==> src/rtl/lfsr_key_scanner.sv <==
// Consumer of the LFSR key-address stream: filters addresses >= num_keys and issues each in-range
// address once over valid/ready. Optional dropped-address counter under `LFSR_SCAN_STATS_EN.
module lfsr_key_scanner #(
  parameter int ADDR_WIDTH = 32,
  parameter int CNT_WIDTH  = 32
) (
  input  logic                  clk,
  input  logic                  reset,
  input  logic                  start,
  input  logic [31:0]           num_keys,
  input  logic [31:0]           lfsr_addr,
  output logic                  lfsr_en,
  output logic [ADDR_WIDTH-1:0] key_addr,
  output logic                  key_valid,
  input  logic                  key_ready,
  output logic                  busy,
  output logic                  pass_done,
  output logic [CNT_WIDTH-1:0]  issued_cnt,
`ifdef LFSR_SCAN_STATS_EN
  output logic [CNT_WIDTH-1:0]  dropped_cnt,
`endif
  output logic [1:0]            state_dbg
);

  // Handshake: a key transfers on any rising edge where key_valid && key_ready; while
  // key_valid && !key_ready, key_addr and key_valid hold. lfsr_en high means the generator
  // value on lfsr_addr is consumed at the next edge.

  localparam int SW = CNT_WIDTH + 1;
  localparam int CW = (CNT_WIDTH > 32) ? CNT_WIDTH : 32;

  typedef enum logic [1:0] {
    S_IDLE  = 2'd0,
    S_SCAN  = 2'd1,
    S_DRAIN = 2'd2,
    S_DONE  = 2'd3
  } state_t;

  state_t state, state_next;

  logic [31:0]          nk;
  logic [SW-1:0]        limit;
  logic [SW-1:0]        step_cnt;
  logic [SW-1:0]        step_inc;
  logic [SW-1:0]        limit_new;
  logic [CNT_WIDTH-1:0] issued_inc;
  logic                 accept_start;
  logic                 in_range;
  logic                 load;
  logic                 count_hit;
  logic                 step_hit;

  function automatic logic [5:0] msb_index(input logic [31:0] v);
    logic [5:0] idx;
    idx = '0;
    for (int i = 0; i < 32; i++) begin
      if (v[i]) idx = 6'(i);
    end
    return idx;
  endfunction

  assign accept_start = (state == S_IDLE) && start;
  assign in_range     = lfsr_addr < nk;
  assign load         = lfsr_en && in_range;
  assign issued_inc   = issued_cnt + CNT_WIDTH'(1);
  assign step_inc     = step_cnt + SW'(1);
  // Limit is the smallest power of two strictly above num_keys.
  assign limit_new    = SW'(1) << (msb_index(num_keys) + 6'd1);
  assign count_hit    = load && (CW'(issued_inc) == CW'(nk));
  assign step_hit     = lfsr_en && (step_inc == limit);

  always_ff @(posedge clk or posedge reset) begin
    if (reset) state <= S_IDLE;
    else       state <= state_next;
  end

  always_comb begin
    state_next = state;
    case (state)
      S_IDLE: begin
        if (start) state_next = (num_keys == 32'd0) ? S_DONE : S_SCAN;
      end
      S_SCAN: begin
        if (count_hit || step_hit) state_next = S_DRAIN;
      end
      S_DRAIN: begin
        if (!key_valid) state_next = S_DONE;
      end
      S_DONE:  state_next = S_IDLE;
      default: state_next = S_IDLE;
    endcase
  end

  always_comb begin
    lfsr_en   = 1'b0;
    busy      = 1'b0;
    pass_done = 1'b0;
    state_dbg = state;
    case (state)
      S_SCAN: begin
        lfsr_en = !key_valid || key_ready;
        busy    = 1'b1;
      end
      S_DRAIN: busy      = 1'b1;
      S_DONE:  pass_done = 1'b1;
      default: ;
    endcase
  end

  always_ff @(posedge clk or posedge reset) begin
    if (reset) begin
      nk         <= '0;
      limit      <= '0;
      step_cnt   <= '0;
      issued_cnt <= '0;
    end else if (accept_start) begin
      nk         <= num_keys;
      limit      <= limit_new;
      step_cnt   <= '0;
      issued_cnt <= '0;
    end else if (lfsr_en) begin
      step_cnt <= step_inc;
      if (in_range) issued_cnt <= issued_inc;
    end
  end

  // One-deep output register; a load can only happen when the slot is free or draining.
  always_ff @(posedge clk or posedge reset) begin
    if (reset) begin
      key_valid <= 1'b0;
      key_addr  <= '0;
    end else if (load) begin
      key_valid <= 1'b1;
      key_addr  <= lfsr_addr[ADDR_WIDTH-1:0];
    end else if (key_valid && key_ready) begin
      key_valid <= 1'b0;
    end
  end

`ifdef LFSR_SCAN_STATS_EN
  always_ff @(posedge clk or posedge reset) begin
    if (reset)                   dropped_cnt <= '0;
    else if (accept_start)       dropped_cnt <= '0;
    else if (lfsr_en && !in_range) dropped_cnt <= dropped_cnt + CNT_WIDTH'(1);
  end
`endif

endmodule

==> config.mk <==
export PLATFORM = sky130hd
export DESIGN_NAME = lfsr_key_scanner
export DESIGN_NICKNAME = d
export VERILOG_FILES = /design/src/rtl/lfsr_key_scanner.sv
export SDC_FILE = /design/constraint.sdc
export NUM_CORES = 1
export LEC_CHECK = 0
export ABC_AREA = 1
export CAP_MARGIN = 10
export CORE_MARGIN = 2
export CORE_UTILIZATION = 46
export CTS_CLUSTER_SIZE = 40
export DETAILED_ROUTE_END_ITERATION = 10
export DONT_BUFFER_PORTS = 1
export PLACE_DENSITY = 0.71
export SYNTH_ARGS = -nofsm -noshare
export SYNTH_HDL_FRONTEND = slang
export SYNTH_SLANG_ARGS = --single-unit
==> constraint.sdc <==
create_clock -name clk -period 9.4 [get_ports clk]
set_input_delay 1.41 -clock clk [delete_from_list [all_inputs] [get_ports clk]]
set_output_delay 1.41 -clock clk [all_outputs]
set_load 0.02 [all_outputs]
=== Yosys cells after proc, flatten, opt, wreduce, memory -nomap -nowiden ===
Index checks and enable logic that the tools add are counted.

* Bits of input ports: 68
* Bits in writable memories: 0
* Output and inout bits: 70
* Logic and storage cells: 82
* Latch bits: 0
* Memories: 0
* Register bits after elaboration: 165
* Bits in read-only memories: 0

* Bitwise gates (word level): 0
* Add/sub/neg operators: 3
* Eq/ne operators: 8
* Magnitude comparators: 1
* Multipliers: 0
* Divide/modulo/power cells: 0
* Mux-type cells: 46
* Reduce and logical (&&, ||, !) cells: 16
* Shift operators: 1

{| class="wikitable"
|+ Operators with widths
! cell !! count
|-
| two-way mux 6 bit || 30
|-
| two-way mux 32 bit || 3
|-
| two-way mux 33 bit || 2
|-
| adder 33 x 1 -> 33 bit, second input constant || 1
|-
| == test 33 bit || 1
|-
| left shift 1 x 6 -> 33 bit, first input constant || 1
|-
| adder 32 x 1 -> 32 bit, second input constant || 1
|-
| == test 32 bit || 1
|-
| logical NOT 32 bit || 1
|-
| < comparator 32 bit || 1
|-
| two-way mux 2 bit || 4
|-
| case mux 2 bit (4 select lines) || 1
|-
| adder 6 x 1 -> 6 bit, second input constant || 1
|-
| two-way mux 1 bit || 6
|-
| != test 2 bit, second input constant || 3
|-
| nonzero test 2 bit || 3
|-
| logical AND 1 bit || 5
|-
| == test 2 bit, second input constant || 2
|-
| AND reduction 3 bit || 1
|-
| == test 2 x 1 -> 1 bit, second input constant || 1
|-
| logical NOT 2 bit || 1
|-
| logical OR 1 bit || 2
|-
| AND reduction 2 bit || 1
|-
| OR reduction 2 bit || 1
|-
| logical NOT 1 bit || 1
|}

=== Depth between registers and ports, before layout ===
Gate-level depths: netlist (run 1).

* Word-level depth: 33
* Depth in mapped cells: 36
* Depth with buffers taken out: 36

=== Worst setup path after synthesis (run 1) ===
Ideal clock, no wire load.

* Path type: input-to-reg
* Start point: input num_keys[2]
* End point: register limit[18]
* Path slack: 5755 ps
* Stages: 36
* Data required time: 9270 ps
* Arrival: 3515 ps
* Cells stage by stage: inv_1 nand2_1 nand2_1 nand2_1 nand2_1 nand2_1 nand2_1 nand2_1 nand2_1 nand2_1 nand2_1 nand2_1 nand2_1 nand2_1 nand2_1 nand2_1 nand2_1 nand2_1 nand2_1 nand2_1 nand2_1 nand2_1 nand2_1 nand2_1 nand2_1 nand2_1 nand2_1 nand2_1 nand2_1 nand2_1 nand2_1 nand3_1 nand2_1 nand2_1 clkbuf_1 o21bai_1

* Cells in the longest elaborated chain, start to end: 32

{| class="wikitable"
|+ Ends and longest elaborated chain
! element !! line !! text
|-
| from (decl) || 10 || <nowiki>input logic [31:0] num_keys,</nowiki>
|-
| two-way mux 6 bit (30 in series) || 57 || <nowiki>if (v[i]) idx = 6'(i);</nowiki>
|-
| adder 6 x 1 -> 6 bit || 68 || <nowiki>assign limit_new = SW'(1) << (msb_index(num_keys) + 6'd1);</nowiki>
|-
| left shift 1 x 6 -> 33 bit || 68 ||
|-
| to (signal assigned) || 118 || <nowiki>limit <= limit_new;</nowiki>
|-
| to (decl) || 42 || <nowiki>logic [SW-1:0] limit;</nowiki>
|}

Every way passes these cells.
A chain may end at the register's enable or synchronous reset.

=== Worst setup path after layout (run 1) ===
* Start point: input key_ready
* End point: register issued_cnt[6]

* Cells in the longest elaborated chain, start to end: 4

{| class="wikitable"
|+ Ends and longest elaborated chain
! element !! line !! text
|-
| from (decl) || 15 || <nowiki>input logic key_ready,</nowiki>
|-
| logical OR 1 bit || 101 || <nowiki>lfsr_en = !key_valid || key_ready;</nowiki>
|-
| two-way mux 1 bit || 99 || <nowiki>case (state)</nowiki>
|-
| named net lfsr_en || 12 || <nowiki>output logic lfsr_en,</nowiki>
|-
| nonzero test 2 bit (no line) || n/a ||
|-
| AND reduction 2 bit (no line) || n/a ||
|-
| to (signal assigned) || 123 || <nowiki>if (in_range) issued_cnt <= issued_inc;</nowiki>
|-
| to (decl) || 18 || <nowiki>output logic [CNT_WIDTH-1:0] issued_cnt,</nowiki>
|}

The timed path passes the listed nets, and every way through them passes these cells.

==> results of run 1 <==
==> report_power, final <==
| part | leakage, µW | internal [µW] | switching (µW) | total (µW) |
|---|---|---|---|---|
| Combinational | 0.00242 | 195 | 344 | 539 |
| Clock | 0.000293 | 424 | 299 | 723 |
| Sequential | 0.00210 | 833 | 230 | 1060 |
| Total | 0.00482 | 1450 | 873 | 2320 |
==> worst max path at each step <==
stage              start        endpoint  slack [ns]  depth (start not counted)
3_5_place_dp   key_ready  issued_cnt[15]        4.59                          8
6_report       key_ready   issued_cnt[6]        4.92                          8
2_1_floorplan      reset   issued_cnt[0]        3.53                          1
5_1_grt        key_ready  issued_cnt[15]        4.71                          8
4_1_cts        key_ready  issued_cnt[15]        5.04                          8
3_3_place_gp   key_ready  issued_cnt[15]        4.69                          8
==> cells by family (layout without fill, tap and decap cells) <==
| kind of cell | Yosys count | in the layout | share of synthesized area [%] |
|---|---|---|---|
| flops | 165 | 165 | 43.3 |
| compound gates | 167 | 167 | 9.96 |
| simple gates | 503 | 503 | 23.8 |
| xor+xnor | 111 | 111 | 10.2 |
| fa+ha+maj | 38 | 38 | 4.98 |
| buf+inv | 196 | 199 | 7.72 |
| mux | 1 | 1 | 0.105 |
==> per-layer routing <==
metal / vias up / global-route usage, % / part of all wire [%]
met3: 48 / 6.20 / 8.1
met5: - / 0 / 0
met2: 307 / 34.9 / 45
met1: 3760 / 31.6 / 45
met4: 0 / 6.29 / 2.4
li1: 3810 / - / -
==> cell usage in the layout, fill, tap and decap left out, types with 4 or more instances in the layout <==
cell type	n
sky130_fd_sc_hd__a21oi_1	18
sky130_fd_sc_hd__clkbuf_16	17
sky130_fd_sc_hd__clkinv_2	6
sky130_fd_sc_hd__dfrtp_1	165
sky130_fd_sc_hd__ha_1	38
sky130_fd_sc_hd__inv_1	156
sky130_fd_sc_hd__inv_2	5
sky130_fd_sc_hd__nand2_1	286
sky130_fd_sc_hd__nand3_1	55
sky130_fd_sc_hd__nand3_2	5
sky130_fd_sc_hd__nand4_1	31
sky130_fd_sc_hd__nor2_1	68
sky130_fd_sc_hd__nor2_4	5
sky130_fd_sc_hd__nor3_1	24
sky130_fd_sc_hd__nor3_2	4
sky130_fd_sc_hd__nor4_1	11
sky130_fd_sc_hd__o21ai_0	78
sky130_fd_sc_hd__o21bai_1	13
sky130_fd_sc_hd__o22ai_1	45
sky130_fd_sc_hd__xnor2_1	10
sky130_fd_sc_hd__xor2_1	101
==> cell type report <==
class | instances | area (µm²) | area share [%]
Multi-Input combinational cell | 820 | 4690 | 45.1
Sequential cell | 165 | 4130 | 39.7
Inverter | 164 | 621 | 5.97
Clock buffer | 19 | 443 | 4.26
Tap cell | 270 | 338 | 3.25
Clock inverter | 13 | 153 | 1.47
Timing Repair Buffer | 3 | 22.5 | 0.217
==> through the flow <==
| step | hold slack, ns | std cells | utilization (%) |
|---|---|---|---|
| floorplan | 0.453 | 1181 | - |
| global placement | 0.466 | 1422 | 48.3 |
| detailed placement | 0.473 | 1422 | 48.3 |
| CTS | 0.490 | 1454 | 51.2 |
| global route | 0.519 | 1454 | 51.2 |
| finish | 0.485 | 1454 | 51.2 |
==> state kept, by name, indices dropped and copies added (netlist names) <==
register and flops:
key_addr 32, state_dbg 2, nk 32, issued_cnt 32, step_cnt 33, key_valid 1, limit 33
==> tightest hold or removal path, stage by stage, from the launching register on <==
cell and delay [ns]:
sky130_fd_sc_hd__dfrtp_1 0.34, sky130_fd_sc_hd__nand2_1 0.05, sky130_fd_sc_hd__o21ai_0 0.06
==> flow_results.xml, run 1 <==
<?xml version="1.0" encoding="UTF-8"?>
<metrics>
  <group name="pwr">
    <metric name="vdd.ir_drop.worst" unit="mV">0.138</metric>
    <metric name="power_total" unit="µW">2320</metric>
    <metric name="power.density_cell_area" unit="mW/mm²">224</metric>
    <metric name="total_leakage_power" unit="µW">0.00482</metric>
  </group>
  <group name="setup_path">
    <metric name="critical_path_required" unit="ns">9.71</metric>
    <metric name="startpoint_type" unit="">input port</metric>
    <metric name="critical_path_buf_inv_count" unit="">2</metric>
    <metric name="timing.critical_path.slowest_stage_cell" unit="">sky130_fd_sc_hd__nand2_1</metric>
    <metric name="worst_ep_arrival_time" unit="ns">4.79</metric>
    <metric name="cp_slowest_stage_delay" unit="ns">0.74</metric>
    <metric name="reg2regPathDepth" unit="">9</metric>
    <metric name="worstSetupPathType" unit="">input port to flop</metric>
    <metric name="cell_by_cell_listing_of_the_critical_path" unit="">o21ai_0, inv_1, nand3_1, a221oi_1, a21boi_4, inv_2, nand2_1, o22ai_1</metric>
    <metric name="reg2reg_to" unit="">issued_cnt[6]</metric>
    <metric name="critical_path.endpoint_type" unit="">flop</metric>
    <metric name="critical_path.reg2reg.startpoint" unit="">key_valid</metric>
    <metric name="r2r_setup_slack" unit="ns">5.32</metric>
    <metric name="path_delay_family" unit="">compound AO/OA/AOI/OAI gates</metric>
    <metric name="crit_path_max_fanout" unit="">46</metric>
  </group>
  <group name="floorplan">
    <metric name="die_height" unit="µm">148</metric>
    <metric name="floorplan_row_count" unit="">52</metric>
    <metric name="die_width" unit="µm">148</metric>
    <metric name="core" unit="mm²">0.0203</metric>
    <metric name="io_pins" unit="">138</metric>
    <metric name="initial_utilization" unit="%">47.0</metric>
    <metric name="design.die.area" unit="mm²">0.0219</metric>
  </group>
  <group name="sta">
    <metric name="setup-tns-final" unit="ns">0</metric>
    <metric name="setup_repair_after_global_routing_missed_its_margin" unit="">false</metric>
    <metric name="maxSlewHeadroom" unit="%">29.1</metric>
    <metric name="fmaxAchievable" unit="MHz">223</metric>
    <metric name="report.final.setup_viol" unit="">0</metric>
    <metric name="worstMarginPinSlew" unit="ns">1.06</metric>
    <metric name="timing.final.crit_period" unit="ns">4.48</metric>
    <metric name="setup_ws" unit="ns">4.92</metric>
    <metric name="final_min_period_over_clock_period" unit="%">47.6</metric>
    <metric name="fin_skew" unit="ns">0.0124</metric>
    <metric name="finalHoldViolations" unit="">0</metric>
    <metric name="slew_violations" unit="">0</metric>
  </group>
  <group name="final_layout">
    <metric name="filler_cell_count" unit="">1884</metric>
    <metric name="drive_above_1_share" unit="%">5.57</metric>
    <metric name="antenna-diode-count" unit="">0</metric>
    <metric name="area_growth" unit="%">8.94</metric>
    <metric name="final_cell_area" unit="mm²">0.0104</metric>
    <metric name="finalNetCount" unit="">1277</metric>
  </group>
  <group name="run_status">
    <metric name="status" unit="">finished clean</metric>
  </group>
  <group name="global_route">
    <metric name="global_route.usage.total" unit="%">22.7</metric>
    <metric name="grt_remaining_overflow" unit="">0</metric>
    <metric name="grt_pass1_wl" unit="µm">39500</metric>
    <metric name="grt_start_max_net_pins" unit="">101</metric>
    <metric name="first_global_vias" unit="">7712</metric>
    <metric name="grt_antenna_before_repair" unit="">0</metric>
  </group>
  <group name="logic_synthesis">
    <metric name="synth_area_leaders" unit="">sky130_fd_sc_hd__dfrtp_1 (43%), sky130_fd_sc_hd__nand2_1 (11%), sky130_fd_sc_hd__xor2_1 (9.3%)</metric>
    <metric name="synthArstFlopShare" unit="%">100</metric>
    <metric name="synth.cell_area" unit="mm²">0.00954</metric>
    <metric name="synth_top_area_share" unit="%">43.3</metric>
    <metric name="most_used_standard_cell_by_instance_count_after_synthesis" unit="">sky130_fd_sc_hd__nand2_1</metric>
    <metric name="post-synth-top-area-cell" unit="">sky130_fd_sc_hd__dfrtp_1</metric>
    <metric name="ys_ff_latch" unit="">165</metric>
    <metric name="synth_cells" unit="">1181</metric>
    <metric name="average_cell_area_after_synthesis" unit="µm²">8.08</metric>
    <metric name="synth_enable_flop_cells" unit="">0</metric>
    <metric name="ys.flop_type" unit="">sky130_fd_sc_hd__dfrtp_1</metric>
    <metric name="synth_seq_area_share" unit="%">43.3</metric>
    <metric name="syn_nets" unit="">1287</metric>
    <metric name="yosys.cell_types.count" unit="">41</metric>
    <metric name="ys.warnings.count" unit="">0</metric>
    <metric name="synth_top_cells_by_count" unit="">sky130_fd_sc_hd__nand2_1 (287), sky130_fd_sc_hd__dfrtp_1 (165), sky130_fd_sc_hd__inv_1 (157), sky130_fd_sc_hd__xor2_1 (101), sky130_fd_sc_hd__o21ai_0 (78)</metric>
  </group>
  <group name="clock_network">
    <metric name="cts.reportedPaths.clkPinSlew" unit="ns">0.06</metric>
    <metric name="max-clock-path-buffers" unit="">2</metric>
    <metric name="sinks_on_the_clock_net" unit="">165</metric>
    <metric name="ctsHoldBuffers" unit="">0</metric>
    <metric name="htree_levels" unit="">4</metric>
    <metric name="clock_tree_from_tritoncts" unit="">done</metric>
    <metric name="worst_skew_pair.late_latency" unit="ns">0.44</metric>
    <metric name="clk_root_buffer_cell" unit="">sky130_fd_sc_hd__clkbuf_16</metric>
    <metric name="clock_buffer_count_from_cts" unit="">17</metric>
    <metric name="post_cts.repair.setup_buffers" unit="">0</metric>
    <metric name="post_cts_resized" unit="">0</metric>
  </group>
  <group name="drt">
    <metric name="drt-pass1-iter-count" unit="">5</metric>
    <metric name="avgViaCountPerCell" unit="">5.45</metric>
    <metric name="initialDrtViolationCount" unit="">608</metric>
    <metric name="post_drt_wl_per_cell" unit="µm">16.6</metric>
    <metric name="wl" unit="µm">24100</metric>
    <metric name="drtAntennaViolNets" unit="">0</metric>
    <metric name="vias" unit="">7925</metric>
    <metric name="drcViolationCount" unit="">0</metric>
  </group>
  <group name="placement">
    <metric name="gp_routability_congestion" unit="">0.909</metric>
    <metric name="dpl_worst_slack" unit="ns">4.59</metric>
    <metric name="placedInstanceArea" unit="mm²">0.00980</metric>
    <metric name="hpwl" unit="µm">17300</metric>
    <metric name="port_buffers" unit="">0</metric>
  </group>
  <group name="min_path">
    <metric name="worst_hold_path.endpoint" unit="">nk[26]</metric>
    <metric name="hold_path.class" unit="">flop to flop</metric>
    <metric name="timing.hold.worst_path_depth" unit="">2</metric>
    <metric name="holdCritStartpoint" unit="">nk[26]</metric>
  </group>
  <group name="job">
    <metric name="cap_violations" unit="">0</metric>
  </group>
</metrics>
No activity file was read; power rests on OpenSTA's default activity.
==> run 2, diff against run 1 <==
--- a/config.mk
+++ b/config.mk
@@ -5,14 +5,14 @@
 export SDC_FILE = /design/constraint.sdc
 export NUM_CORES = 1
 export LEC_CHECK = 0
-export ABC_AREA = 1
+export ABC_AREA = 0
 export CAP_MARGIN = 10
 export CORE_MARGIN = 2
 export CORE_UTILIZATION = 46
 export CTS_CLUSTER_SIZE = 40
 export DETAILED_ROUTE_END_ITERATION = 10
 export DONT_BUFFER_PORTS = 1
-export PLACE_DENSITY = 0.71
+export PLACE_DENSITY = 0.73
 export SYNTH_ARGS = -nofsm -noshare
 export SYNTH_HDL_FRONTEND = slang
 export SYNTH_SLANG_ARGS = --single-unit
==> constraint.sdc (replaced) <==
create_clock -name clk -period 3.7 [get_ports clk]
set_input_delay 0.555 -clock clk [delete_from_list [all_inputs] [get_ports clk]]
set_output_delay 0.555 -clock clk [all_outputs]
set_load 0.02 [all_outputs]
==> run 2 against run 1 <==
Compared with the run above:
- utilization rose by 0.96 points
- cell area up 5.8%
- setup slack got worse by 4.4 ns
- largest power group unchanged
- clock power rose to 2.5 times the previous value
- sequential cell count stayed put
- highest routed layer unchanged
==> flow_results.xml, run 2 <==
<?xml version="1.0" encoding="UTF-8"?>
<metrics>
  <group name="run_status">
    <metric name="status" unit="">finished clean</metric>
  </group>
  <group name="global_route">
    <metric name="grt_use_met3" unit="%">7.65</metric>
    <metric name="grt_use_met1" unit="%">30.5</metric>
    <metric name="global_route.usage.total" unit="%">24.3</metric>
    <metric name="grt_start_max_net_pins" unit="">134</metric>
    <metric name="gr-max-usage-layer" unit="">met2</metric>
    <metric name="grt_util_met2" unit="%">39.1</metric>
    <metric name="grt_remaining_overflow" unit="">0</metric>
    <metric name="grt_pass1_wl" unit="µm">42600</metric>
    <metric name="grt_antenna_before_repair" unit="">0</metric>
    <metric name="first_global_vias" unit="">7971</metric>
  </group>
  <group name="logic_synthesis">
    <metric name="synth_enable_flop_cells" unit="">0</metric>
    <metric name="most_used_standard_cell_by_instance_count_after_synthesis" unit="">sky130_fd_sc_hd__dfrtp_1</metric>
    <metric name="average_cell_area_after_synthesis" unit="µm²">9.22</metric>
    <metric name="syn_nets" unit="">1183</metric>
    <metric name="synth_seq_area_share" unit="%">41.6</metric>
    <metric name="synth_area_leaders" unit="">sky130_fd_sc_hd__dfrtp_1 (42%), sky130_fd_sc_hd__xor2_1 (7.5%), sky130_fd_sc_hd__xnor2_1 (5.9%)</metric>
    <metric name="ys.warnings.count" unit="">0</metric>
    <metric name="ys.flop_type" unit="">sky130_fd_sc_hd__dfrtp_1</metric>
    <metric name="ys_ff_latch" unit="">165</metric>
    <metric name="synth.cell_area" unit="mm²">0.00993</metric>
    <metric name="synth_top_area_share" unit="%">41.6</metric>
    <metric name="synth_cells" unit="">1077</metric>
    <metric name="yosys.cell_types.count" unit="">65</metric>
    <metric name="synthArstFlopShare" unit="%">100</metric>
    <metric name="post-synth-top-area-cell" unit="">sky130_fd_sc_hd__dfrtp_1</metric>
    <metric name="synth_top_cells_by_count" unit="">sky130_fd_sc_hd__dfrtp_1 (165), sky130_fd_sc_hd__nand2_1 (122), sky130_fd_sc_hd__nor2_1 (106), sky130_fd_sc_hd__xor2_1 (85), sky130_fd_sc_hd__xnor2_1 (67)</metric>
  </group>
  <group name="sta">
    <metric name="worstMarginPinSlew" unit="ns">0.858</metric>
    <metric name="finalHoldViolations" unit="">0</metric>
    <metric name="setup-tns-final" unit="ns">0</metric>
    <metric name="setup_ws" unit="ns">0.489</metric>
    <metric name="report.final.setup_viol" unit="">0</metric>
    <metric name="timing.final.crit_period" unit="ns">3.21</metric>
    <metric name="setup_repair_after_global_routing_missed_its_margin" unit="">false</metric>
    <metric name="fmaxAchievable" unit="MHz">311</metric>
    <metric name="slew_violations" unit="">0</metric>
    <metric name="maxSlewHeadroom" unit="%">42.7</metric>
    <metric name="final_min_period_over_clock_period" unit="%">86.8</metric>
    <metric name="fin_skew" unit="ns">0.0104</metric>
  </group>
  <group name="drt">
    <metric name="wl" unit="µm">26600</metric>
    <metric name="drcViolationCount" unit="">0</metric>
    <metric name="post_drt_wl_per_cell" unit="µm">19.4</metric>
    <metric name="initialDrtViolationCount" unit="">603</metric>
    <metric name="avgViaCountPerCell" unit="">5.82</metric>
    <metric name="drtAntennaViolNets" unit="">0</metric>
    <metric name="drt-pass1-iter-count" unit="">5</metric>
    <metric name="vias" unit="">7967</metric>
  </group>
  <group name="pwr">
    <metric name="total_leakage_power" unit="µW">0.00495</metric>
    <metric name="power.density_cell_area" unit="mW/mm²">572</metric>
    <metric name="vdd.ir_drop.worst" unit="mV">0.331</metric>
  </group>
  <group name="floorplan">
    <metric name="initial_utilization" unit="%">47.1</metric>
    <metric name="die_width" unit="µm">151</metric>
    <metric name="design.die.area" unit="mm²">0.0228</metric>
    <metric name="floorplan_row_count" unit="">53</metric>
    <metric name="die_height" unit="µm">151</metric>
    <metric name="io_pins" unit="">138</metric>
    <metric name="core" unit="mm²">0.0211</metric>
  </group>
  <group name="clock_network">
    <metric name="post_cts.repair.setup_buffers" unit="">0</metric>
    <metric name="clk_root_buffer_cell" unit="">sky130_fd_sc_hd__clkbuf_16</metric>
    <metric name="clock_buffer_count_from_cts" unit="">17</metric>
    <metric name="max-clock-path-buffers" unit="">2</metric>
    <metric name="post_cts_resized" unit="">0</metric>
    <metric name="htree_levels" unit="">4</metric>
    <metric name="clock_tree_from_tritoncts" unit="">done</metric>
    <metric name="sinks_on_the_clock_net" unit="">165</metric>
    <metric name="cts.reportedPaths.clkPinSlew" unit="ns">0.06</metric>
    <metric name="ctsHoldBuffers" unit="">0</metric>
    <metric name="worst_skew_pair.late_latency" unit="ns">0.44</metric>
  </group>
  <group name="final_layout">
    <metric name="multi_input_area" unit="mm²">0.00544</metric>
    <metric name="layout.cells.most_common" unit="">sky130_fd_sc_hd__dfrtp_1</metric>
    <metric name="sequential_cell_area" unit="mm²">0.00413</metric>
    <metric name="filler_cell_count" unit="">1918</metric>
    <metric name="antenna-diode-count" unit="">0</metric>
    <metric name="final-instance-count-excl-fill" unit="">1370</metric>
    <metric name="finalNetCount" unit="">1188</metric>
    <metric name="most-common-layout-cells" unit="">sky130_fd_sc_hd__dfrtp_1 (165), sky130_fd_sc_hd__nand2_1 (122), sky130_fd_sc_hd__nor2_1 (106)</metric>
    <metric name="biggestRegsByFlops" unit="">limit x33, step_cnt x33</metric>
    <metric name="postLayoutCoreUtil" unit="%">52.2</metric>
    <metric name="area_growth" unit="%">10.8</metric>
    <metric name="drive_above_1_share" unit="%">10.6</metric>
  </group>
  <group name="min_path">
    <metric name="hold_path.class" unit="">input port to asynchronous set/reset pin</metric>
  </group>
  <group name="setup_path">
    <metric name="crit_path_max_fanout" unit="">8</metric>
    <metric name="r2r_setup_slack" unit="ns">0.49</metric>
    <metric name="worst_ep_arrival_time" unit="ns">3.53</metric>
    <metric name="reg2regPathDepth" unit="">11</metric>
    <metric name="reg2reg_to" unit="">state_dbg[0]</metric>
    <metric name="critical_path.reg2reg.startpoint" unit="">issued_cnt[1]</metric>
    <metric name="startpoint_type" unit="">flop</metric>
    <metric name="critical_path.endpoint_type" unit="">flop</metric>
    <metric name="critical_path_required" unit="ns">4.01</metric>
    <metric name="worstSetupPathType" unit="">flop to flop</metric>
  </group>
  <group name="job">
    <metric name="cap_violations" unit="">0</metric>
  </group>
  <group name="placement">
    <metric name="cells_after_dpl" unit="">1338</metric>
    <metric name="hpwl" unit="µm">19900</metric>
    <metric name="dpl_worst_slack" unit="ns">0.422</metric>
    <metric name="gp_routability_congestion" unit="">0.872</metric>
    <metric name="port_buffers" unit="">0</metric>
  </group>
</metrics>
[run 2: cell count changes after synthesis, moves of 16 or more]
cell	before	now
sky130_fd_sc_hd__and3_1	0	21
sky130_fd_sc_hd__inv_1	157	49
sky130_fd_sc_hd__mux2_2	0	34
sky130_fd_sc_hd__nand2_1	287	122
sky130_fd_sc_hd__nor2_1	68	106
sky130_fd_sc_hd__o21ai_0	78	55
sky130_fd_sc_hd__o22ai_1	45	2
sky130_fd_sc_hd__xnor2_1	10	67
sky130_fd_sc_hd__xor2_1	101	85
[run 2: worst max path at each step]
stage                   from             to  slack [ns]  depth (start not counted)
4_1_cts        issued_cnt[1]   state_dbg[0]        0.52                         11
3_3_place_gp    lfsr_addr[5]  issued_cnt[8]        0.39                         10
2_1_floorplan   lfsr_addr[5]   key_addr[10]        0.64                          9
3_5_place_dp    lfsr_addr[5]  issued_cnt[8]        0.42                         10
5_1_grt          step_cnt[0]   state_dbg[1]        0.30                         12
6_report       issued_cnt[1]   state_dbg[0]        0.49                         11
[run 2: worst max-delay path, cell delays in order, from the launching register on]
cell and delay, ns:
sky130_fd_sc_hd__dfrtp_1 0.62, sky130_fd_sc_hd__ha_1 0.31, sky130_fd_sc_hd__and3_1 0.27, sky130_fd_sc_hd__and3_1 0.29, sky130_fd_sc_hd__xnor2_1 0.11, sky130_fd_sc_hd__o221a_2 0.28, sky130_fd_sc_hd__a2111oi_2 0.29, sky130_fd_sc_hd__o2111ai_1 0.17
sky130_fd_sc_hd__nor4_1 0.30, sky130_fd_sc_hd__a31oi_1 0.15, sky130_fd_sc_hd__buf_4 0.18, sky130_fd_sc_hd__mux2i_1 0.11
[run 2: cell type report]
class,instances,share of cell area [%]
multi-input cells,815,49.5
flip-flops and latches,165,37.5
clock buffers,20,4.24
well taps,275,3.13
repair buffers,34,2.66
inverters,49,1.71
clock inverters,12,1.28
[run 2: power by group]
| part | switching [µW] | internal [µW] |
|---|---|---|
| combinational | 939 | 764 |
| sequential | 578 | 2170 |
| clock | 778 | 1060 |
| total | 2300 | 3990 |
[run 2: per-stage QoR]
stage                     area (µm²)  hold WS [ns]  total power (µW)
after CTS                      11000         0.161              6320
after global routing           11000         0.189              6640
final                          11000         0.146              6290
after detailed placement       10400         0.478              4470
after global placement         10400         0.473              4400
after floorplan                 9940         0.458              3980
[run 2: cells by family after synthesis]
family	after synthesis	share of synthesized area (%)
flops	165	41.6
xor+xnor	152	13.4
compound gates	169	11.4
mux	39	4.36
simple gates	417	20.6
buf+inv	97	3.80
fa+ha+maj	38	4.79
[run 2: layer usage]
layer	part of all wire [%]	wire (µm)	vias up
met5	0	0	-
met4	3.1	819	0
met3	7.6	2030	47
met2	48	12600	257
met1	42	11100	3890
li1	-	-	3773
